--- src/rtl/sfp_pkg.sv ---
// Shared types and saturation helpers for the signed fixed-point add/sub pipeline.
// Helpers work on a 64-bit carrier so one function body serves any IW+QW < 64.
package sfp_pkg;

    typedef enum logic {
        SFP_OP_ADD = 1'b0,
        SFP_OP_SUB = 1'b1
    } sfp_op_e;

    localparam int SFP_XW = 64;

    function automatic logic [SFP_XW-1:0] sfp_max(input int iw, input int qw);
        return (SFP_XW'(1) << (iw + qw - 1)) - SFP_XW'(1);
    endfunction

    function automatic logic [SFP_XW-1:0] sfp_min(input int iw, input int qw);
        return SFP_XW'(1) << (iw + qw - 1);
    endfunction

    // s is the W+1-bit raw sum sign-extended to the carrier; returns {ovf, val}
    function automatic logic [SFP_XW:0] sfp_sat(input logic [SFP_XW:0] s, input logic clip,
                                                input int iw, input int qw);
        logic [6:0]        wi;
        logic              ovf;
        logic [SFP_XW-1:0] mask;
        logic [SFP_XW-1:0] val;
        wi   = 7'(iw + qw);
        ovf  = s[wi] ^ s[wi - 7'd1];
        mask = (SFP_XW'(1) << wi) - SFP_XW'(1);
        val  = s[SFP_XW-1:0] & mask;
        if (ovf && clip)
            val = s[wi] ? sfp_min(iw, qw) : sfp_max(iw, qw);
        return {ovf, val};
    endfunction

endpackage

--- src/rtl/sfp_pipe_stage.sv ---
// Generic valid/ready register slice; accepts whenever empty or draining, so no bubbles.
module sfp_pipe_stage
    import sfp_pkg::*;
#(
    parameter int DW = 8
) (
    input  logic          clk,
    input  logic          rst,
    input  logic          in_valid,
    output logic          in_ready,
    input  logic [DW-1:0] in_data,
    output logic          out_valid,
    input  logic          out_ready,
    output logic [DW-1:0] out_data
);

    assign in_ready = !out_valid || out_ready;

    always_ff @(posedge clk or posedge rst) begin
        if (rst) begin
            out_valid <= 1'b0;
            out_data  <= '0;
        end else if (in_ready) begin
            out_valid <= in_valid;
            if (in_valid)
                out_data <= in_data;
        end
    end

endmodule

--- src/rtl/sfp_addsub_pipe.sv ---
// Pipelined signed fixed-point add/sub with per-beat clip/wrap and valid/ready flow control.
// Optional overflow statistics counter is built only with SFP_ADDSUB_PIPE_STATS_EN defined.
module sfp_addsub_pipe
    import sfp_pkg::*;
#(
    parameter int IW     = 16,
    parameter int QW     = 16,
    parameter int STAGES = 2
) (
    input  logic              clk,
    input  logic              rst,
    input  logic              in_valid,
    output logic              in_ready,
    input  logic [IW+QW-1:0]  in_a,
    input  logic [IW+QW-1:0]  in_b,
    input  logic              in_sub,
    input  logic              in_clip,
    output logic              out_valid,
    input  logic              out_ready,
    output logic [IW+QW-1:0]  out_val,
    output logic              out_clipping,
    output logic [15:0]       ovf_count,
    input  logic              ovf_clear
);

    localparam int W = IW + QW;

    logic [STAGES:0] vld_pipe;
    logic [STAGES:0] rdy_pipe;
    logic [W:0]      res_pipe [1:STAGES];

    assign vld_pipe[0]      = in_valid;
    assign rdy_pipe[STAGES] = out_ready;
    assign in_ready         = rdy_pipe[0];

    // Stage 1: exact W+1-bit sum/difference plus the clip request
    sfp_op_e    op;
    logic [W:0] a_x, b_x, s_d;
    logic [W+1:0] s1_d, s1_q;

    assign op   = sfp_op_e'(in_sub);
    assign a_x  = {in_a[W-1], in_a};
    assign b_x  = {in_b[W-1], in_b};
    assign s_d  = (op == SFP_OP_SUB) ? (a_x - b_x) : (a_x + b_x);
    assign s1_d = {in_clip, s_d};

    sfp_pipe_stage #(.DW(W + 2)) u_stage1 (
        .clk       (clk),
        .rst       (rst),
        .in_valid  (vld_pipe[0]),
        .in_ready  (rdy_pipe[0]),
        .in_data   (s1_d),
        .out_valid (vld_pipe[1]),
        .out_ready (rdy_pipe[1]),
        .out_data  (s1_q)
    );

    // Clip/wrap resolve feeds stage 2; the carrier bits above W are don't-care
    logic [SFP_XW:0]      sat_full;
    logic [SFP_XW-1:W]    unused_sat_hi;

    assign sat_full      = sfp_sat((SFP_XW + 1)'(signed'(s1_q[W:0])), s1_q[W+1], IW, QW);
    assign res_pipe[1]   = {sat_full[SFP_XW], sat_full[W-1:0]};
    assign unused_sat_hi = sat_full[SFP_XW-1:W];

    for (genvar k = 2; k <= STAGES; k++) begin : g_stage
        sfp_pipe_stage #(.DW(W + 1)) u_stage (
            .clk       (clk),
            .rst       (rst),
            .in_valid  (vld_pipe[k-1]),
            .in_ready  (rdy_pipe[k-1]),
            .in_data   (res_pipe[k-1]),
            .out_valid (vld_pipe[k]),
            .out_ready (rdy_pipe[k]),
            .out_data  (res_pipe[k])
        );
    end

    assign out_valid    = vld_pipe[STAGES];
    assign out_val      = res_pipe[STAGES][W-1:0];
    assign out_clipping = res_pipe[STAGES][W];

`ifdef SFP_ADDSUB_PIPE_STATS_EN
    logic [15:0] ovf_cnt_q;

    // Counts delivered overflowing results; clear has priority over a same-cycle hit
    always_ff @(posedge clk or posedge rst) begin
        if (rst)
            ovf_cnt_q <= '0;
        else if (ovf_clear)
            ovf_cnt_q <= '0;
        else if (out_valid && out_ready && out_clipping && (ovf_cnt_q != 16'hFFFF))
            ovf_cnt_q <= ovf_cnt_q + 16'd1;
    end

    assign ovf_count = ovf_cnt_q;
`else
    logic unused_ovf_clear;

    assign ovf_count        = '0;
    assign unused_ovf_clear = ovf_clear;
`endif

endmodule

--- config.mk ---
export PLATFORM = sky130hd
export DESIGN_NAME = sfp_addsub_pipe
export DESIGN_NICKNAME = d
export VERILOG_FILES = /design/src/rtl/sfp_pkg.sv /design/src/rtl/sfp_pipe_stage.sv /design/src/rtl/sfp_addsub_pipe.sv
export SDC_FILE = /design/constraint.sdc
export NUM_CORES = 1
export LEC_CHECK = 0
export ABC_AREA = 1
export BUFFER_PORTS_ARGS = -buffer_cell sky130_fd_sc_hd__buf_2
export CAP_MARGIN = 40
export CORE_MARGIN = 1.5
export CORE_UTILIZATION = 34
export DETAILED_ROUTE_END_ITERATION = 12
export MAX_ROUTING_LAYER = met4
export PLACE_DENSITY_LB_ADDON = 0.08
export SETUP_SLACK_MARGIN = 0.1
export SYNTH_ARGS = -nofsm -noshare
export SYNTH_HDL_FRONTEND = slang
export SYNTH_SLANG_ARGS = --single-unit
--- constraint.sdc ---
create_clock -name clk -period 3.74 [get_ports clk]
set_clock_uncertainty 0.05 [all_clocks]
set_input_delay 0.748 -clock clk [delete_from_list [all_inputs] [get_ports clk]]
set_output_delay 0.748 -clock clk [all_outputs]
set_load 0.02 [all_outputs]
### Word-level counts from Yosys, hierarchy flattened

Cells that the tools add are included.
W data, S select, Z words.

| cells by class | value |
|---|---|
| add/subtract/negate cells | 2 |
| multipliers | 0 |
| div/mod/pow operators | 0 |
| $lt $le $gt $ge | 0 |
| equality and inequality tests | 0 |
| shifts and indexed selects | 0 |
| multiplexer cells | 3 |
| bitwise gates (word level) | 1 |
| reductions and logical operators | 7 |

Operators with widths:

| operator | number |
|---|---|
| $mux W32 | 2 |
| $add A32 B32 Y33 | 1 |
| $mux W33 | 1 |
| $sub A32 B32 Y33 | 1 |
| $reduce_and A2 Y1 | 2 |
| $logic_not A1 Y1 | 2 |
| $logic_or A1 B1 Y1 | 2 |
| $logic_and A1 B1 Y1 | 1 |
| $xor A1 B1 Y1 | 1 |

| word-level totals | value |
|---|---|
| register bits after elaboration | 69 |
| bits in latches | 0 |
| memory bits (writable) | 0 |
| ROM bits | 0 |
| input port bits | 71 |
| output and inout port bits | 51 |
| logic and storage cells | 17 |
| memories | 0 |

### Longest topological paths before layout

| logic depth | value |
|---|---|
| word-level depth | 4 |
| depth in mapped cells | 24 |
| gate-level depth less buffers | 24 |

### By module

From an unflattened synthesis, not the netlist that was laid out.

| unflattened totals | value |
|---|---|
| cells, all modules | 1100 |
| area total of the unflattened synthesis | 6739.0 µm² |

By module, submodules not included:

| module | instances | cells an instance | area each (µm²) | sequential area each (µm²) |
|---|---|---|---|---|
| sfp_addsub_pipe | 1 | 800 | 3948.8 | 0.0 |
| sfp_pipe_stage at u_stage1 | 1 | 152 | 1413.9 | 875.8 |
| sfp_pipe_stage at g_stage[2].u_stage | 1 | 148 | 1376.3 | 850.8 |

### Worst setup path after synthesis

No wires, ideal clock.

| timing path | value |
|---|---|
| kind | input port to flip-flop |
| from | input in_b[0] |
| to | register u_stage1.out_data[31] |
| setup time | 119 ps |
| arrival time | 2935 ps |
| required time | 3571 ps |
| slack | 637 ps |
| stages | 21 |
| buffers on the path | 0 |
| path through | inv_1 ha_1 nand2_2 nor2_4 nand2_2 nand2_4 nand2_4 a21oi_4 o21ai_2 xor2_1 inv_1 ha_1 inv_1 nor3_1 nand2_1 nor3_1 nand2_1 nand2_1 nand2_1 nand3_1 nand2_1 |

| on the way | value |
|---|---|
| cells in the longest elaborated chain, start to end | 2 |
| elaborated cells between the ends (all ways) | 3 |
| classes of those cells | add/sub (2); mux (1) |

Ends and longest elaborated chain:

| what | line | RTL |
|---|---|---|
| from (decl) | sfp_addsub_pipe.sv:15 | `input logic [IW+QW-1:0] in_b,` |
| $add A32 B32 Y33 or $sub A32 B32 Y33 (tied branches) | sfp_addsub_pipe.sv:44 | `assign s_d = (op == SFP_OP_SUB) ? (a_x - b_x) : (a_x + b_x);` |
| $mux W33 * | sfp_addsub_pipe.sv:44 |  |
| to (signal assigned) | sfp_pipe_stage.sv:26 | `out_data <= in_data;` |
| to (decl) | sfp_pipe_stage.sv:14 | `output logic [DW-1:0] out_data` |

Mark *: on every way between the ends. The rest lies on a longest branch, timed or not.
A chain may end at the register's enable or synchronous reset.

### Worst setup path after layout

| timing path | value |
|---|---|
| from | input in_b[1] |
| to | register u_stage1.out_data[32] |

The elaborated chain is that of the path after synthesis.

==> flow_summary.ini <==
[clocking]
clock_path_buffers = 2
cts_buffers = 9
clkLatencyLatePin_ns = 0.33
path_clk_slew_ns = 0.05
cts.sinks = 69
holdBufCountCts = 0
h-tree-depth = 3
cts-root-buf = clkbuf_16
cts_tree = done
postCtsSetupBuffers = 0

[floorplanning]
dieArea_um2 = 17800
rows = 47
die_w_um = 133
core_um2 = 16600
ioPinCount = 122
die_h_um = 133
start_util = 0.348

[power]
leakagePower_nw = 3.61
power.total_mw = 3.64
peakVddDrop_v = 0.000262
power_density_nw_per_um2 = 527

[global_route]
overflow = 0
grtUsageTotal = 0.183
grt_pass1_vias = 5086
grt_pass1_wl_um = 25300
antenna_found_initial = 0
grt_max_degree = 51

[route]
ant_nets = 0
wire_per_inst_um = 12.8
routed_wl_um = 15500
drtIter0Drc = 239
drc = 0
num_vias = 5402
firstDrtPassIters = 5
via_per_inst = 4.48

[setup_path]
r2r-end = g_stage[2].u_stage.out_data[0]
crit_arrival_ns = 3.44
crit_required_ns = 3.89
cp-end-kind = flip-flop
start_kind = input pin
rr_startpoint = g_stage[2].u_stage.out_valid
rrSetupSlack_ns = 1.97
reg2regPathDepth = 5
crit_type = in2reg
crit_fanout = 5

[place]
place_area_um2 = 6540
place_congestion = 0.865
place_hpwl_um = 12700
dp_slack_ns = 0.148
io_buffers = 104
place_inst = 1189

[finish]
layout-drive-gt1-share = 0.175
nets = 1085
utilization = 0.416
synthToLayoutAreaGrowth_pct = 19.4
fin_area_um2 = 6900
fin_cells = 1205
diodes = 0

[synth]
netlist_area_um2 = 5780
async_reset_ff_frac = 1.00
synthCells = 876
syn_area_per_cell_um2 = 6.59
synth_edf_count = 0
synth_most_common_cell = nand2_1
ys_warn_count = 0
synth_top_area_cell = dfrtp_1
synth-seq-cells = 69
synthDistinctLibCells = 43
synthFlopType = dfrtp_1
ys_top_cells_by_area = dfrtp_1, nand2_1, ha_1
synth_common_cells = nand2_1, inv_1, nor2_1, dfrtp_1, a21oi_1
yosysTopAreaCellShare = 0.299
ys_seq_area_frac = 0.299

[min_path]
worst_hold_startpoint = g_stage[2].u_stage.out_data[32]
whs_path_depth = 2
hold_class = reg2reg
hold_end = g_stage[2].u_stage.out_data[32]

[timing]
rsz0062_at_grt = true
fin_crit_ns = 3.29
finalHoldViolations = 0
fin_ws_ns = 0.453
finalSetupViolations = 0
slew_viol_final = 0
worst_pin_slew_ns = 0.762
slew_headroom = 0.491
setup_tns_ns = 0
post-route-period-util = 0.879
fmax_mhz = 304
whs_ns = 0.424

[outcome]
status = completed

[run]
maxCapViolCount = 0
layer usage:
metal  routed length (um)  part of all wire  vias up  GRT usage
met4                  172             0.011        0     0.0513
met5                    0                 0        -          -
met2                 6540              0.42      115      0.272
met3                  525             0.034       10     0.0160
met1                 8250              0.53     2329      0.265
li1                     -                 -     2948          -
area by class of cell:
| class | instances | area, um^2 |
|---|---|---|
| flip-flops and latches | 69 | 1730 |
| multi-input cells | 687 | 3550 |
| well taps | 220 | 275 |
| repair buffers | 112 | 621 |
| clock inverters | 6 | 110 |
| clock buffers | 10 | 239 |
| inverters | 101 | 379 |
| fillers | 1909 | 9690 |
worst max-delay path by stage:
| stage | from | end | slack [ns] |
|---|---|---|---|
| after floorplan | in_b[0] | u_stage1.out_data[31] | 0.64 |
| after global placement | in_b[1] | u_stage1.out_data[32] | 0.13 |
| after detailed placement | in_b[1] | u_stage1.out_data[32] | 0.15 |
| after CTS | in_b[1] | u_stage1.out_data[32] | 0.48 |
| after global routing | in_b[1] | u_stage1.out_data[32] | 0.08 |
| final | in_b[1] | u_stage1.out_data[32] | 0.45 |
logic make-up after synthesis:
logic type,Yosys count,synth area share
xor+xnor,45,0.0682
flops,69,0.299
other cells,1,0.000649
fa+ha+maj,34,0.0750
simple gates,472,0.344
buf+inv,135,0.0990
compound gates,120,0.114
critical path: stages:
cell and delay (ns):
buf_2 0.09, inv_1 0.11, ha_1 0.20, nand2_2 0.09, nor2_4 0.17, nand3_1 0.13
nor2_2 0.13, nand2_1 0.10, nand2_2 0.09, xor2_1 0.15, inv_1 0.06, ha_1 0.34
nand2_1 0.12, nor2_1 0.22, nand2_1 0.12, inv_1 0.06, nand2_1 0.05, nand2_1 0.08
inv_1 0.04, nand2_1 0.05, nand3_1 0.08, nand3_1 0.13, nand2_1 0.07
state kept, by name (all words and copies together) (netlist names):
signal	count
u_stage1.out_valid	1
g_stage.u_stage.out_valid	1
g_stage.u_stage.out_data	33
u_stage1.out_data	34
report_power, final:
| group | leakage, nW | internal, mW | switching (mW) |
|---|---|---|---|
| clock network | 0.165 | 0.667 | 0.303 |
| registers | 0.811 | 1.01 | 0.151 |
| logic | 2.64 | 0.540 | 0.962 |
timing repair:
item	in CTS	in global routing
hold endpoints to repair	0	0
endpoints found under the setup margin	0	3
gates resized for setup	0	3
layout by cell type, fill, tap and decap left out, types with 4 or more instances in the layout:
master and count:
a21oi_1 66, buf_2 104, buf_4 6, clkbuf_16 9
conb_1 16, dfrtp_1 69, ha_1 33, inv_1 98
nand2_1 273, nand2_2 12, nand3_1 48, nand3b_1 5
nand4_1 4, nor2_1 97, nor2_2 14, nor3_1 5
o21ai_0 31, o21ai_1 5, xnor2_1 22, xor2_1 23
No activity file was read; power rests on OpenSTA's default activity.
